File: config.mk
export PLATFORM = sky130hd
export DESIGN_NAME = timer_contagem
export DESIGN_NICKNAME = d
export VERILOG_FILES = /design/src/rtl/timer_contagem.sv
export SDC_FILE = /design/constraint.sdc
export NUM_CORES = 1
export LEC_CHECK = 0
export ABC_AREA = 1
export CAP_MARGIN = 40
export CORE_MARGIN = 2
export CORE_UTILIZATION = 35
export DETAILED_ROUTE_END_ITERATION = 12
export PLACE_DENSITY = 0.63
export SETUP_SLACK_MARGIN = 0.3
export SYNTH_ARGS = -nofsm -noshare
export SYNTH_HDL_FRONTEND = slang
export SYNTH_SLANG_ARGS = --single-unit
File: constraint.sdc
create_clock -name clk100 -period 1.1 [get_ports clk100]
set_input_delay 0.165 -clock clk100 [delete_from_list [all_inputs] [get_ports clk100]]
set_output_delay 0.165 -clock clk100 [all_outputs]
set_load 0.01 [all_outputs]
File: src/rtl/timer_contagem.sv
// BCD minutes:seconds countdown timer with digit entry (ENTRY mode) and 1 Hz countdown (COUNT mode).
// Build option: define TIMER_DONE_PULSE_EN to get a registered one-cycle done pulse; otherwise done is tied 0.
module timer_contagem (
    input  logic       clk100,
    input  logic       clear,
    input  logic [3:0] D,
    input  logic       loadn,
    input  logic       pgt_1Hz,
    input  logic       enablen,
    output logic [3:0] sec_ones,
    output logic [3:0] sec_tens,
    output logic [3:0] min_ones,
    output logic       zero,
    output logic       done
);

    logic [3:0] sec_ones_q, sec_ones_d;
    logic [3:0] sec_tens_q, sec_tens_d;
    logic [3:0] min_ones_q, min_ones_d;
    logic       loadn_q, loadn_d;
    logic       tick_q, tick_d;

    logic load_ev;
    logic tick_ev;
    logic count_mode;
    logic count_step;

    assign load_ev    = !loadn && loadn_q;
    assign tick_ev    = pgt_1Hz && !tick_q;
    assign count_mode = !enablen;
    assign zero       = (sec_ones_q == 4'd0) && (sec_tens_q == 4'd0) && (min_ones_q == 4'd0);
    assign count_step = count_mode && tick_ev && !zero;

    always_comb begin
        sec_ones_d = sec_ones_q;
        sec_tens_d = sec_tens_q;
        min_ones_d = min_ones_q;
        loadn_d    = loadn;
        tick_d     = pgt_1Hz;
        if (!count_mode && load_ev && (D <= 4'd9)) begin
            min_ones_d = sec_tens_q;
            sec_tens_d = sec_ones_q;
            sec_ones_d = D;
        end else if (count_step) begin
            // Tens borrow to 5 regardless of entered value, so 1:75 runs down through 1:00 to 0:59.
            if (sec_ones_q != 4'd0) begin
                sec_ones_d = sec_ones_q - 4'd1;
            end else begin
                sec_ones_d = 4'd9;
                if (sec_tens_q != 4'd0) begin
                    sec_tens_d = sec_tens_q - 4'd1;
                end else begin
                    sec_tens_d = 4'd5;
                    min_ones_d = min_ones_q - 4'd1;
                end
            end
        end
    end

    always_ff @(posedge clk100) begin
        if (clear) begin
            sec_ones_q <= 4'd0;
            sec_tens_q <= 4'd0;
            min_ones_q <= 4'd0;
            loadn_q    <= 1'b1;
            tick_q     <= 1'b1;
        end else begin
            sec_ones_q <= sec_ones_d;
            sec_tens_q <= sec_tens_d;
            min_ones_q <= min_ones_d;
            loadn_q    <= loadn_d;
            tick_q     <= tick_d;
        end
    end

    assign sec_ones = sec_ones_q;
    assign sec_tens = sec_tens_q;
    assign min_ones = min_ones_q;

`ifdef TIMER_DONE_PULSE_EN
    logic done_q, done_d;

    // Only the final 0:01 -> 0:00 step qualifies; clear and idle ticks at 0:00 never do.
    always_comb begin
        done_d = count_step && (min_ones_q == 4'd0) && (sec_tens_q == 4'd0) && (sec_ones_q == 4'd1);
    end

    always_ff @(posedge clk100) begin
        if (clear) begin
            done_q <= 1'b0;
        end else begin
            done_q <= done_d;
        end
    end

    assign done = done_q;
`else
    assign done = 1'b0;
`endif

endmodule
==> out/metrics.yaml <==
drt_iter0_drc: 33
avgRoutedWirePerCell_um: 11.82
end_kind: "primary output"
root_buffer: "clkbuf_4"
hold_path_class: "in2reg"
postRouteAntennaNets: 0
drive_above_1_share_pct: 51.83
seqCellArea_sq_um: 305.3
die_h_um: 56.98
ys_warn_count: 0
power_density_nw_per_um2: 1000
mostFrequentLayoutCells: "31 x nand2_1, 30 x buf_6, 28 x buf_4"
path_cells: "nor2_4 -> nand2_2 -> nor2_4 -> nand2_4 -> inv_2 -> buf_6"
dpl_cell_area_sq_um: 1526
pre_cts_ws_ns: -0.4596
cts_tree: "done"
dieWidth_um: 56.98
arrival_ns: 1.20
min_period_ns: 1.365
hpwl_mm: 2.029
grt_pass1_wl_mm: 4.767
core_sq_um: 2710
min_to: "loadn_q"
insertion_delay_ns: 0.29
overflow: 0
slew_viol_final: 0
multi_input_area_sq_um: 684.4
vias: 1205
grt_pass1_vias: 1116
drt-pass1-iter-count: 4
antenna_found_initial: 0
hold_buffers: 0
n_fill_cell: 232
clockBufferDepth: 2
avgSynthCellArea_sq_um: 6.462
final_area_sq_um: 1785
nets: 230
crit_required_ns: 0.94
dieArea_sq_um: 3246
critPathMaxStageDelay_ns: 0.36
drv_cap: 0
yosysUniqueCellTypes: 27
cp_max_fo: 2
drt-vias-per-instance: 4.839
cp_slowest_cell: "dfxtp_4"
gp_congestion: 0.8669
fin_crit_sh_pct: 124.1
finalClockSkew_ns: 0.009784
ioPinCount: 23
start_kind: "register"
finalSetupViolations: 14
routed_wl_mm: 2.942
hp-start: "loadn"
critPathKind: "reg2out"
clk_pin_slew_worst_paths_ns: 0.10
setup_ws_ns: -0.2652
reg2reg_to: "sec_tens[3]"
synth-seq-cells: 14
synthesis.area_sq_um: 982.2
worstReg2RegStart: "sec_tens[1]"
r2r_cells: 9
p_total_w: 0.001786
drc: 0
finalHoldViolCount: 0
rsz0062_at_grt: "true"
crit_top_cell: "nor2_4"
track_usage_pct: 18.45
ys_seq_area_share_pct: 28.54
final_common_cell: "nand2_1"
clock_sinks: 14
leakage_nw: 0.8669
syn_inst: 152
setup_tns_ns: -3.032
reg2reg_setup_slack_ns: -0.26
ir_drop_v: 0.0006772
violations: "negative setup slack"
rows: 19
area_growth_pct: 81.78
cts_max_level: 1
antenna_cells_inserted: 0
utilization_pct: 65.88
cts_made_buffers: 3
start_util_pct: 36.24
whs_path_depth: 4
portBuffers: 21
fmax_ghz: 0.7325
outcome: "finished, violations left"
grt_max_degree: 19
synthesis.nets: 163
Yosys cell counts:
cell      count  share of area (%)
nand4_1       1               0.64
nor2_1       20                7.6
buf_6         2                2.3
xnor2_1       1               0.89
clkinv_1      1               0.38
nand3_4       1                1.8
nor2_4        1                1.1
buf_2         1               0.51
nand3_2       2                2.0
inv_2         1               0.38
a21oi_2       1               0.89
nand2_2       6                3.8
a21oi_1       7                3.6
o21bai_1      1               0.76
nand3_1      14                7.1
ha_1          2                2.5
conb_1        1               0.38
o21ai_1       4                2.0
nor2_2        3                1.9
nand2_4       1                1.1
inv_1        20                7.6
buf_4         1               0.76
o21ai_0      10                5.1
nand2_1      34                 13
nor3_4        1                1.7
dfxtp_1      14                 29
clkbuf_8      1                1.4
cell families (layout without fill, tap and decap cells):
logic type	count (synthesis)	after routing	share of synthesized area [%]
AOI/OAI and AO/OA	23	23	12.36
DFF	14	14	28.54
other	1	1	0.3818
xor gates and xnor gates	1	1	0.8919
buffers and inverters	27	93	13.37
adders and majority gates	2	2	2.547
and+or+nand+nor	84	84	41.91
worst max path at each step:
stage	start	end	slack (ns)
2_1_floorplan	min_ones[0]	sec_tens[2]	-0.06
3_3_place_gp	enablen	min_ones[1]	-0.43
3_5_place_dp	enablen	min_ones[0]	-0.46
4_1_cts	sec_ones[0]	zero	-0.26
5_1_grt	sec_tens[2]	min_ones[1]	-0.35
6_report	sec_tens[1]	zero	-0.27
cell type report:
type	instances	share of cell area, %
Clock buffer	4	1.472
Inverter	22	4.625
Multi-Input combinational cell	111	38.33
Sequential cell	14	17.10
Tap cell	31	2.172
Timing Repair Buffer	67	36.30
power breakdown:
group          internal (W)  switching [W]  total, W
clock              0.000141       0.000186  0.000327
sequential         0.000548      0.0000363  0.000584
combinational      0.000471       0.000404  0.000875
total               0.00116       0.000627   0.00179
timing repair:
item / 4_1_cts / 5_1_grt
hold endpoints to repair: 0 / 0
pin swaps: 12 / 14
setup endpoints to repair: 25 / 25
gates resized for setup: 93 / 12
setup buffers: 4 / 6
state kept, by name, summed over array words and instances, names as in the netlist:
name,flops
min_ones,4
sec_tens,4
sec_ones,4
tick_q,1
loadn_q,1
stage by stage:
stage	std cells	hold slack (ns)
after global routing	249	0.5493
after floorplan	152	0.2341
after detailed placement	235	0.5887
after CTS	243	0.5253
after global placement	235	0.5790
final	249	0.5338
metal layers:
layer | routed length (um) | up-vias | part of all wire, % | track usage (%)
met5 | 0 | - | 0 | 0
met1 | 1267 | 557 | 43 | 23.77
met3 | 166 | 4 | 5.6 | 3.401
met4 | 25 | 0 | 0.85 | 3.987
met2 | 1483 | 36 | 50 | 32.18
li1 | - | 608 | - | -
worst max-delay path, delay by kind of cell, from the launching register on:
family                 cells  cell delay (ns)
and+or+nand+nor            4             0.42
buffers and inverters      2             0.14
DFF                        1             0.36
Power figures use the tool's default switching activity.
